<file path="src/rtl/rr_sched_pkg.sv">
// Shared constants, state encoding and index helpers for the round-robin
// grant scheduler and its priority picker.
package rr_sched_pkg;

   localparam int NREQ = 16;
   localparam int IDXW = 4;

   typedef enum logic {
      IDLE  = 1'b0,
      GRANT = 1'b1
   } state_t;

   // Index to one-hot conversion used for the registered grant vector.
   function automatic logic [NREQ-1:0] idx2onehot(input logic [IDXW-1:0] idx);
      return NREQ'(1) << idx;
   endfunction

   // Lowest set bit of a request vector; returns 0 when the vector is empty.
   function automatic logic [IDXW-1:0] lowest_idx(input logic [NREQ-1:0] vec);
      logic [IDXW-1:0] res;
      res = '0;
      for (int i = NREQ - 1; i >= 0; i--) begin
         if (vec[i]) res = IDXW'(i);
      end
      return res;
   endfunction

endpackage

</file>
<file path="src/rtl/rr_prio_pick.sv">
// Combinational rotating-priority pick: first set request at or above ptr,
// falling back to the lowest set request overall (the 15 -> 0 wrap).
module rr_prio_pick
   import rr_sched_pkg::*;
(
   input  logic [NREQ-1:0] req,
   input  logic [IDXW-1:0] ptr,
   output logic            found,
   output logic [IDXW-1:0] idx
);

   logic [NREQ-1:0] upper_mask;
   logic [NREQ-1:0] req_upper;
   logic [IDXW-1:0] idx_upper;
   logic [IDXW-1:0] idx_any;

   // Thermometer mask selecting requesters at or above the start pointer.
   generate
      for (genvar gi = 0; gi < NREQ; gi++) begin : g_mask
         assign upper_mask[gi] = (IDXW'(gi) >= ptr);
      end
   endgenerate

   assign req_upper = req & upper_mask;

   // Two priority-encode passes: the masked one wins if it finds anything.
   always_comb begin
      idx_upper = lowest_idx(req_upper);
      idx_any   = lowest_idx(req);
      found     = |req;
      idx       = (|req_upper) ? idx_upper : idx_any;
   end

endmodule

</file>
<file path="src/rtl/rr_grant_scheduler.sv">
// Round-robin scheduler sharing one downstream resource among 16 requesters.
// A grant is held until the owner releases, drops its request, or exhausts
// the hold budget; one idle cycle always separates consecutive grants.
module rr_grant_scheduler #(
   parameter int NREQ     = 16,
   parameter int IDXW     = 4,
   parameter int HOLD_MAX = 255,
   parameter int HOLD_W   = 8
) (
   input  logic            clk,
   input  logic            rst,
   input  logic [NREQ-1:0] req,
   input  logic            release_i,   // "release" is a reserved word
   output logic            gnt_valid,
   output logic [IDXW-1:0] gnt_idx,
   output logic [NREQ-1:0] gnt_onehot,
   output logic            timeout,
   output logic [IDXW-1:0] ptr
);
   import rr_sched_pkg::*;

   // Counter value seen in the last permitted grant cycle.
   localparam logic [HOLD_W-1:0] HOLD_LAST = HOLD_W'(HOLD_MAX - 1);

   state_t            state_q;
   logic              gnt_valid_q;
   logic [IDXW-1:0]   gnt_idx_q;
   logic [NREQ-1:0]   gnt_onehot_q;
   logic              timeout_q;
   logic [IDXW-1:0]   ptr_q;
   logic [HOLD_W-1:0] hold_q;
   logic [HOLD_W-1:0] hold_d;

   logic              pick_found;
   logic [IDXW-1:0]   pick_idx;
   logic              exit_user;
   logic              exit_budget;

   rr_prio_pick u_pick (
      .req   (req),
      .ptr   (ptr_q),
      .found (pick_found),
      .idx   (pick_idx)
   );

   // Owner-driven exits take precedence over the hold budget.
   assign exit_user   = release_i | ~req[gnt_idx_q];
   assign exit_budget = (HOLD_MAX != 0) && (hold_q == HOLD_LAST);
   assign hold_d      = HOLD_W'(hold_q + 1'b1);

   // Grant FSM with registered outputs, pointer and hold counter.
   always_ff @(posedge clk) begin
      if (rst) begin
         state_q      <= IDLE;
         gnt_valid_q  <= 1'b0;
         gnt_idx_q    <= '0;
         gnt_onehot_q <= '0;
         timeout_q    <= 1'b0;
         ptr_q        <= '0;
         hold_q       <= '0;
      end else begin
         timeout_q <= 1'b0;
         case (state_q)
            IDLE: begin
               if (pick_found) begin
                  state_q      <= GRANT;
                  gnt_valid_q  <= 1'b1;
                  gnt_idx_q    <= pick_idx;
                  gnt_onehot_q <= idx2onehot(pick_idx);
                  hold_q       <= '0;
               end
            end
            GRANT: begin
               if (exit_user || exit_budget) begin
                  state_q      <= IDLE;
                  gnt_valid_q  <= 1'b0;
                  gnt_idx_q    <= '0;
                  gnt_onehot_q <= '0;
                  ptr_q        <= IDXW'(gnt_idx_q + 1'b1);
                  timeout_q    <= exit_budget && !exit_user;
               end else begin
                  hold_q <= hold_d;
               end
            end
            default: begin
               state_q <= IDLE;
            end
         endcase
      end
   end

   assign gnt_valid  = gnt_valid_q;
   assign gnt_idx    = gnt_idx_q;
   assign gnt_onehot = gnt_onehot_q;
   assign timeout    = timeout_q;
   assign ptr        = ptr_q;

endmodule

</file>
<file path="config.mk">
export PLATFORM = sky130hd
export DESIGN_NAME = rr_grant_scheduler
export DESIGN_NICKNAME = d
export VERILOG_FILES = /design/src/rtl/rr_sched_pkg.sv /design/src/rtl/rr_prio_pick.sv /design/src/rtl/rr_grant_scheduler.sv
export SDC_FILE = /design/constraint.sdc
export NUM_CORES = 1
export LEC_CHECK = 0
export BUFFER_PORTS_ARGS = -buffer_cell sky130_fd_sc_hd__buf_2
export CAP_MARGIN = 0
export CORE_MARGIN = 2
export CORE_UTILIZATION = 25
export CTS_BUF_LIST = sky130_fd_sc_hd__clkbuf_16
export CTS_CLUSTER_SIZE = 25
export DETAILED_ROUTE_END_ITERATION = 6
export HOLD_SLACK_MARGIN = 0.02
export SKIP_LAST_GASP = 1
export SLEW_MARGIN = 20
export SYNTH_ARGS = -nofsm -noshare
export SYNTH_HDL_FRONTEND = slang
export SYNTH_SLANG_ARGS = --single-unit
</file>
<file path="constraint.sdc">
create_clock -name clk -period 3.4 [get_ports clk]
set_clock_uncertainty 0.2 [all_clocks]
set_input_delay 0.34 -clock clk [delete_from_list [all_inputs] [get_ports clk]]
set_output_delay 0.34 -clock clk [all_outputs]
set_load 0.005 [all_outputs]
</file>
==> qor.csv <==
stage,metric,value,unit
run_status,outcome,"finished, final reports clean",
die,Die X,99.0,um
global_route,first-pass GRT wire length,10000,um
detailed_routing,DRT antenna net count,0,
detailed_routing,vias per inst,5.27,
critical_path,crit end category,register,
logic_synthesis,"Top FF cell, synth",dfxtp_1,
timing,Hold Fails Final Rpt,0,
pwr,clock share of power,0.402,
pwr,Net Sw Frac,0.265,
clock_tree,post_cts resized,0,
global_route,vias in the first global route,2010,
placed_design,HPWL after DPL,4580,um
timing,sum of negative setup slack,0,ns
die,Die H,99.0,um
die,total die area,0.00980,mm^2
pwr,P_int,755,uW
finish,fin util,0.304,
finish,layout cells sized above 1,0.238,
die,initial core utilization,0.259,
pwr,VDD IR-drop max,0.217,mV
critical_path,Worst Path Required,3.36,ns
clock_tree,TritonCTS clock tree,built,
placed_design,GP Congestion,0.918,
clock_tree,Worst-Skew Late Latency,0.27,ns
logic_synthesis,synthesized cell area,0.00226,mm^2
die,core area,0.00872,mm^2
pwr,Static Leak,0.00104,uW
logic_synthesis,Async SR Flop Fraction,0,
pwr,pwr dens,387,mW/mm^2
global_route,GRT Overall Usage,0.123,
clock_tree,hold buffer count at cts,0,
timing,fmax,329,MHz
detailed_routing,routed wire length,6070,um
logic_synthesis,"Seq/Total Area, Yosys",0.310,
flow_run,MaxCap Viol Count,0,
timing,Final Max Slew Viols,0,
global_route,initial antenna violation count,0,
logic_synthesis,Avg Inst Size Synth,8.45,um^2
critical_path,Startpoint Class,register,
clock_tree,Max clock buf depth,2,
finish,Non-Filler Instances,411,
logic_synthesis,Ys Warns,0,
clock_tree,post-CTS setup buffer count,0,
clock_tree,clk sink count,35,
clock_tree,cts bufs inserted,5,
detailed_routing,detailed router's first-iteration violation count,144,
timing,Rel. slew slack,0.552,
placed_design,Port Buffers,44,
critical_path,crit path kind,register to register,
pwr,switching power,272,uW
pwr,Flop pwr share,0.433,
placed_design,placed cell area,0.00252,mm^2
logic_synthesis,"EDFF count, synth",0,
timing,hold_ws,0.242,ns
critical_path,critical path's slowest cell,dfxtp_1,
die,number of core rows,34,
finish,antenna cells,0,
logic_synthesis,Yosys cell types,62,
logic_synthesis,post-synth net total,289,
timing,RSZ-0062 raised after global routing,false,
critical_path,CP most frequent cell,a32o_1,
finish,Final nets,324,
detailed_routing,First-pass DRT Iterations,4,
global_route,global route total overflow,0,
timing,crit share post-route,0.895,
detailed_routing,Avg WL per Cell,14.8,um
global_route,largest net degree at the start of global routing,21,
detailed_routing,detailed-route via count,2167,
finish,design area,0.00266,mm^2
critical_path,Critical Path Fanout Max,18,
clock_tree,clock slew at reported path FFs,0.05,ns
logic_synthesis,Post-Syn Instances,267,
clock_tree,Clk Tree Root Cell,clkbuf_16,
hold_path,HP Class,register to register,
timing,setup violators final,0,
detailed_routing,DRC viols,0,
timing,"Min Clock Period, post-route",3.04,ns
timing,Least-Margin Pin Slew,0.671,ns
clock_tree,H-tree depth,2,
pwr,Comb pwr share,0.164,
critical_path,crit-path max cell delay,0.73,ns
critical_path,CP Cell Sequence,a21boi_0 -> o21ai_0 -> and2_1 -> and4_4 -> a32o_1 -> inv_1 -> a32o_1,
finish,Syn-to-layout area delta,17.6,%
critical_path,critical path data arrival time,3.00,ns
logic_synthesis,#FFs+latches synth,35,
critical_path,reg2reg setup slack,0.36,ns
placed_design,# placed instances,403,
die,I/O pin count,45,
==> per-layer routing <==
layer,GRT usage,vias up,wire (um)
met3,0.0291,14,283
met4,0.0400,0,147
met1,0.160,1022,2820
li1,-,1069,-
met5,0,-,0
met2,0.202,62,2830
==> cell families after synthesis <==
logic type | after synthesis | synth area share
xor gates and xnor gates | 7 | 0.0272
and+or+nand+nor | 107 | 0.250
AOI/OAI and AO/OA | 77 | 0.264
muxes | 9 | 0.0626
buffers and inverters | 27 | 0.0599
adders and majority gates | 5 | 0.0255
DFF | 35 | 0.310
==> flip-flops by register name (all words and copies together), names as in the netlist <==
| register | count |
|---|---|
| gnt_onehot | 16 |
| hold_q | 8 |
| gnt_valid | 1 |
| timeout | 1 |
| gnt_idx | 4 |
| state_q | 1 |
| ptr | 4 |
==> synthesized netlist by cell type, drive strengths merged (2+ instances only) <==
library cell | n | area [um^2]
a21oi | 12 | 60.1
o32a | 2 | 21.3
nand2b | 4 | 25.0
nor2 | 27 | 101
a211oi | 3 | 22.5
nand4b | 2 | 17.5
nor4 | 3 | 31.3
mux2i | 4 | 40.0
inv | 11 | 41.3
o21ai | 17 | 88.8
a31o | 2 | 17.5
buf | 12 | 78.8
a211o | 2 | 17.5
nand2 | 22 | 82.6
nand4 | 7 | 43.8
nor2b | 5 | 31.3
a21boi | 3 | 33.8
and3 | 4 | 25.0
a32o | 8 | 80.1
o22ai | 2 | 12.5
mux4 | 4 | 90.1
or2 | 6 | 37.5
a31oi | 3 | 18.8
a21o | 3 | 22.5
clkbuf | 4 | 15.0
a22o | 4 | 35.0
o21a | 2 | 15.0
nand3 | 12 | 60.1
ha | 3 | 37.5
xor2 | 6 | 52.6
dfxtp | 35 | 701
maj3 | 2 | 20.0
and2 | 2 | 12.5
a21bo | 2 | 20.0
a221oi | 2 | 23.8
nor3 | 9 | 45.0
==> layout by cell type (no fill, tap or decap), types with 5 or more instances in the layout <==
cell,Yosys,layout
buf_2,9,44
dfxtp_1,35,35
nor2_1,27,27
nand2_1,22,22
inv_1,11,12
nand3_1,12,12
a21oi_1,12,12
o21ai_0,12,12
nor3_1,9,9
a32o_1,8,8
nand4_1,7,7
xor2_1,6,6
nor2b_1,5,5
clkbuf_16,0,5
==> power by group through the flow <==
stage / sequential [uW] / clock (uW) / combinational (uW)
5_1_grt: 447 / 437 / 187
6_report: 445 / 413 / 169
2_1_floorplan: 441 / 0 / 126
4_1_cts: 445 / 424 / 169
3_5_place_dp: 454 / 0 / 168
3_3_place_gp: 452 / 0 / 167
==> worst max-delay path: cells and delay by family, from the launching register on <==
kind	cells	cell delay (ns)
AO/OA/AOI/OAI	4	1.22
buffers and inverters	1	0.16
flip-flops	1	0.73
AND/OR/NAND/NOR	2	0.62
==> layout make-up <==
class | instances | area, um^2
fillers | 902 | 6070
multi-input cells | 205 | 1420
flip-flops and latches | 35 | 701
repair buffers | 44 | 220
well taps | 108 | 135
clock buffers | 5 | 125
inverters | 11 | 41.3
clock inverters | 3 | 11.3
==> path summary, 6_finish.rpt <==
check | startpoint | endpoint | cells past startpoint
setup reg to reg | ptr[1]$_SDFFE_PP0P_ | gnt_onehot[0]$_SDFFE_PP0P_ | 7
setup / recovery | ptr[1]$_SDFFE_PP0P_ | gnt_onehot[0]$_SDFFE_PP0P_ | 7
hold reg to reg | gnt_onehot[6]$_SDFFE_PP0P_ | gnt_onehot[6]$_SDFFE_PP0P_ | 2
hold / removal | gnt_onehot[6]$_SDFFE_PP0P_ | gnt_onehot[6]$_SDFFE_PP0P_ | 2
==> stage by stage <==
stage                     setup slack (ns)  power [uW]
final                                0.358        1030
after global routing                 0.121        1070
after CTS                            0.364        1040
after detailed placement             0.385         621
after global placement               0.525         619
after floorplan                       1.00         567
(Power assumes the default switching activity.)
